### src/rtl/bus_arbiter4_if.sv
// Bus bundle between the four producers, the round-robin arbiter and the
// downstream consumer of the muxed output.
interface bus_arbiter4_if #(parameter int width = 16);
  logic [3:0]       req;
  logic [width-1:0] in0, in1, in2, in3;
  logic [3:0]       gnt;
  logic [1:0]       sel;
  logic [width-1:0] out;
  logic             out_valid;

  modport master (output req, in0, in1, in2, in3,
                  input  gnt, sel, out, out_valid);
  modport slave  (input  req, in0, in1, in2, in3,
                  output gnt, sel, out, out_valid);
endinterface

### src/rtl/bus_arbiter4.sv
// Four-source round-robin arbiter with bounded bursts; owns the mux select and
// registers the granted source's data onto the shared bus.
module bus_arbiter4 #(
  parameter int width     = 16,
  parameter int MAX_BURST = 4
) (
  input logic           clk,
  input logic           reset_n,
  bus_arbiter4_if.slave bus
);
  localparam logic [0:0] ST_IDLE  = 1'b0;
  localparam logic [0:0] ST_BUSY  = 1'b1;
  localparam logic [3:0] LAST_CNT = 4'(MAX_BURST - 1);

  logic [0:0]            state;
  logic [3:0]            gnt_r;
  logic [1:0]            sel_r;
  logic [1:0]            last;
  logic [3:0]            count;
  logic [width-1:0]      out_r;
  logic                  vld_r;
  logic [3:0][width-1:0] src;
  logic [1:0]            win;
  logic                  xfer;
  logic                  rel;

  assign src = {bus.in3, bus.in2, bus.in1, bus.in0};

  // Search from last+1 upward; k=4 lands on last itself, so the source just
  // released (or last served) always has the lowest priority.
  always_comb begin
    win = last;
    for (int k = 4; k >= 1; k--) begin
      if (bus.req[2'(last + 2'(k))]) win = 2'(last + 2'(k));
    end
  end

  // In BUSY, sel is the granted index, so gnt[sel] & req[sel] is a transfer.
  assign xfer = (state == ST_BUSY) && bus.req[sel_r];
  assign rel  = (state == ST_BUSY) && (!bus.req[sel_r] || (xfer && count == LAST_CNT));

  always_ff @(posedge clk or negedge reset_n) begin
    if (!reset_n) begin
      state <= ST_IDLE;
      gnt_r <= '0;
      sel_r <= '0;
      last  <= 2'd3;
      count <= '0;
      out_r <= '0;
      vld_r <= 1'b0;
    end else begin
      vld_r <= xfer;
      if (xfer) begin
        out_r <= src[sel_r];
        count <= count + 4'd1;
      end
      if (state == ST_IDLE || rel) begin
        if (|bus.req) begin
          state <= ST_BUSY;
          gnt_r <= 4'b0001 << win;
          sel_r <= win;
          last  <= win;
          count <= '0;
        end else if (rel) begin
          state <= ST_IDLE;
          gnt_r <= '0;
          count <= '0;
        end
      end
    end
  end

  assign bus.gnt       = gnt_r;
  assign bus.sel       = sel_r;
  assign bus.out       = out_r;
  assign bus.out_valid = vld_r;
endmodule
### src/flat_wrapper.sv
// flat-port wrapper written by rule: the top's interface ports become plain ports
module bus_arbiter4_flat 
#(
  parameter int width     = 16,
  parameter int MAX_BURST = 4
)
  (clk, reset_n, bus_req, bus_in0, bus_in1, bus_in2, bus_in3, bus_gnt, bus_sel, bus_out, bus_out_valid);
  bus_arbiter4_if #(.width(width)) bus_i ();
  input logic clk;
  input logic reset_n;
  input wire logic [$bits(bus_i.req)-1:0] bus_req;
  input wire logic [$bits(bus_i.in0)-1:0] bus_in0;
  input wire logic [$bits(bus_i.in1)-1:0] bus_in1;
  input wire logic [$bits(bus_i.in2)-1:0] bus_in2;
  input wire logic [$bits(bus_i.in3)-1:0] bus_in3;
  output wire logic [$bits(bus_i.gnt)-1:0] bus_gnt;
  output wire logic [$bits(bus_i.sel)-1:0] bus_sel;
  output wire logic [$bits(bus_i.out)-1:0] bus_out;
  output wire logic [$bits(bus_i.out_valid)-1:0] bus_out_valid;
  assign bus_i.req = bus_req;
  assign bus_i.in0 = bus_in0;
  assign bus_i.in1 = bus_in1;
  assign bus_i.in2 = bus_in2;
  assign bus_i.in3 = bus_in3;
  assign bus_gnt = bus_i.gnt;
  assign bus_sel = bus_i.sel;
  assign bus_out = bus_i.out;
  assign bus_out_valid = bus_i.out_valid;
  bus_arbiter4 #(.width(width), .MAX_BURST(MAX_BURST)) u_core (.clk(clk), .reset_n(reset_n), .bus(bus_i));
endmodule
### config.mk
export PLATFORM = sky130hd
export DESIGN_NAME = bus_arbiter4_flat
export DESIGN_NICKNAME = d
export VERILOG_FILES = /design/src/rtl/bus_arbiter4_if.sv /design/src/rtl/bus_arbiter4.sv /design/src/flat_wrapper.sv
export SDC_FILE = /design/constraint.sdc
export NUM_CORES = 1
export LEC_CHECK = 0
export BUFFER_PORTS_ARGS = -buffer_cell sky130_fd_sc_hd__buf_2
export CAP_MARGIN = 20
export CELL_PAD_IN_SITES_DETAIL_PLACEMENT = 0
export CELL_PAD_IN_SITES_GLOBAL_PLACEMENT = 2
export CORE_MARGIN = 3
export CORE_UTILIZATION = 28
export DETAILED_ROUTE_END_ITERATION = 7
export HOLD_SLACK_MARGIN = 0.15
export PLACE_DENSITY = 0.86
export RECOVER_POWER = 100
export SLEW_MARGIN = 15
export SYNTH_ARGS = -nofsm -noshare
export SYNTH_HDL_FRONTEND = slang
export SYNTH_SLANG_ARGS = --single-unit
### constraint.sdc
create_clock -name clk -period 1.88 [get_ports clk]
set_input_delay 0.564 -clock clk [delete_from_list [all_inputs] [get_ports clk]]
set_output_delay 0.564 -clock clk [all_outputs]
set_load 0.02 [all_outputs]
==> flow_summary.ini <==
[clocking]
tritoncts = done
cts_num_sinks = 30
cts_root_buf = clkbuf_8
h-tree-depth = 2
clkTransAtPathRegs_ns = 0.07
clock_latency_ns = 0.28
cts_resized = 0
cts_setup_buffers = 0
hold_buffers = 0
clockBufferDepth = 2
numCtsBuffers = 5

[worst_setup_path]
cp.required_ns = 1.32
path_max_fanout = 11
crit_buf_inv = 2
worstSetupPathType = flip-flop to output port
r2r_cells = 5
cpMaxStageDelayCell = dfrtp_1
critPathTopFamily = buffers and inverters
rrSetupSlack_ns = 0.13
critical-path-max-stage-delay_ns = 0.43
crit_path_start_kind = flip-flop
r2r_start = u_core.count[0]
endpoint_kind = output port
rr_endpoint = u_core.bus.sel[0]
crit_chain = clkbuf_4 -> buf_2
worstPathArrival_ns = 1.20

[logic_synthesis]
yosys_warnings = 0
synth_cells = 116
syn-mean-instance-area_um2 = 14.9
synth-edff-count = 0
syn_nets = 187
post_synth_num_cell_types = 32
async_reset_ff_share_pct = 100
ys.flop_type = dfrtp_1
ys_seq_area_share_pct = 43.5
netlist_area_mm2 = 0.00173
synth-seq-cells = 30

[global_route]
grt_max_degree = 31
antenna_found_initial = 0
grt_overflow = 0
grt_pass1_wl_um = 7250
grt_pass1_vias = 1474
track_usage_pct = 12.7

[timing]
fin_crit_sh_pct = 93.8
setup_viol_count_final = 0
post-route-min-period_ns = 1.76
final.setup_skew_ns = 0.00708
setup_tns_ns = 0
holdWs_ns = 0.346
timing.final.max_slew_violations = 0
tightest_slew_ns = 0.761
max_freq_mhz = 567
hold_viol_final = 0
rsz0062_at_grt = false
max_slew_margin_pct = 49.3

[flow_run]
maxCapViolations = 0

[placement]
place_inst = 284
dpl_cell_area_mm2 = 0.00228
portBuffers = 92
dpl.hpwl_um = 3460
gp_congestion = 0.781

[routing]
drc = 0
top_layer_used = met4
route.antenna.remaining_nets = 0
dr_wl_met2_um = 2090
dr_total_vias = 1416
wl_met1_um = 1750
wl_met3_um = 474
wl_per_cell_um = 15.0
via_per_inst = 4.85
drt_iter0_drc = 41
wirelength_um = 4390
first_pass_iters = 4

[hold_path]
hold_class = primary input to async pin

[layout]
syn_to_final_growth_pct = 35.1
diodes = 0
drive_gt1_share_pct = 55.8
final_cells = 292
fin_nets = 287
stdcell_area_mm2 = 0.00234
fill_cells = 605

[die]
ios = 93
dieArea_mm2 = 0.00716
placeableCoreArea_mm2 = 0.00596
die-width_um = 84.6
num_rows = 28
die_y_um = 84.6
start_util_pct = 29.1

[run_status]
status = complete, no violations

[power_and_ir_drop]
ir_worst_vdd_uv = 600
p_leak_nw = 1.07
powerDensity_mw_per_mm2 = 1610
synthesized netlist by cell type (2+ instances only):
cell type / number / share of area [%]
mux2i_1: 2 / 1.2
inv_1: 2 / 0.43
mux4_1: 7 / 11
mux2_2: 20 / 13
a21oi_1: 4 / 1.2
dfstp_2: 2 / 3.0
nand2_1: 3 / 0.65
mux4_2: 9 / 12
nor2_1: 4 / 0.87
a32o_1: 4 / 2.3
dfrtp_1: 28 / 40
or3_1: 2 / 0.72
o21ai_0: 5 / 1.4
nand2b_1: 2 / 0.72
a21o_1: 2 / 0.87
buf_6: 4 / 2.6
power breakdown:
part           leakage (nW)  total [W]  internal [W]  switching, W
combinational         0.662    0.00209       0.00102       0.00106
clock                0.0472   0.000533      0.000293      0.000240
sequential            0.360    0.00113      0.000958      0.000175
total                  1.07    0.00375       0.00228       0.00148
cell type report:
cell class	count	area [µm²]	area share (%)
Clock inverter	2	12.5	0.535
Tap cell	75	93.8	4.01
Multi-Input combinational cell	77	902	38.6
Inverter	3	13.8	0.589
Clock buffer	6	82.6	3.53
Timing Repair Buffer	99	479	20.5
Sequential cell	30	753	32.2
layer usage:
| metal | global-route usage, % | vias up |
|---|---|---|
| met1 | 15.3 | 684 |
| met4 | 4.32 | 0 |
| met5 | 0 | - |
| met3 | 4.61 | 6 |
| met2 | 21.0 | 64 |
| li1 | - | 662 |
per-stage QoR:
stage	utilization, %	setup WS [ns]	total power (W)
detailed placement	38.3	0.0554	0.00334
global route	39.2	0.0120	0.00404
floorplan	-	0.121	0.00275
CTS	39.9	0.0804	0.00390
finish	39.2	0.117	0.00375
global placement	38.3	0.0676	0.00332
flip-flops by register name (all words and copies together), names as in the netlist:
signal	count
u_core.state	1
u_core.bus.sel	2
u_core.bus.out	16
u_core.bus.out_valid	1
u_core.count	4
u_core.last	2
u_core.bus.gnt	4
worst reg2reg max path: stages (launching register included):
cell	delay, ns
dfrtp_1	0.39
ha_1	0.16
inv_1	0.05
or3_4	0.41
a21boi_4	0.26
mux2_2	0.37
worst max path at each step:
stage                      startpoint            endpoint  slack, ns  depth (start not counted)
CTS                   u_core.count[0]   u_core.bus.sel[0]       0.08                          5
detailed placement         bus_req[3]  u_core.bus.out[12]       0.06                          6
global placement           bus_req[1]   u_core.bus.sel[0]       0.07                          4
finish              u_core.bus.sel[0]          bus_sel[0]       0.12                          2
global route          u_core.count[0]   u_core.bus.sel[0]       0.01                          5
floorplan           u_core.bus.sel[0]   u_core.bus.sel[0]       0.12                          6
cells in the final DEF, fill, tap and decap left out, types with 2 or more instances in the layout:
master / synthesis / routed
mux2_2: 20 / 20
mux4_2: 9 / 9
a21o_1: 2 / 2
buf_4: 0 / 3
o21ai_0: 5 / 5
mux2i_1: 2 / 2
nor2_1: 4 / 4
inv_1: 2 / 2
dfrtp_1: 28 / 28
clkbuf_2: 0 / 4
or3_1: 2 / 2
a32o_1: 4 / 4
mux4_1: 7 / 7
clkbuf_1: 1 / 21
a21oi_1: 4 / 5
dfstp_2: 2 / 2
nand2b_1: 2 / 2
buf_2: 1 / 70
clkbuf_8: 0 / 6
nand2_1: 3 / 3
logic make-up (layout without fill, tap and decap cells):
family	count (synthesis)	after routing	share of synthesized area, %
AO/OA/AOI/OAI	21	21	9.47
buffers and inverters	9	110	3.90
flip-flops	30	30	43.5
XOR/XNOR	1	1	0.506
adder cells (fa/ha/maj)	1	1	0.723
multiplexers	38	38	36.5
AND/OR/NAND/NOR	16	16	5.35
No activity file was read; power rests on OpenSTA's default activity.
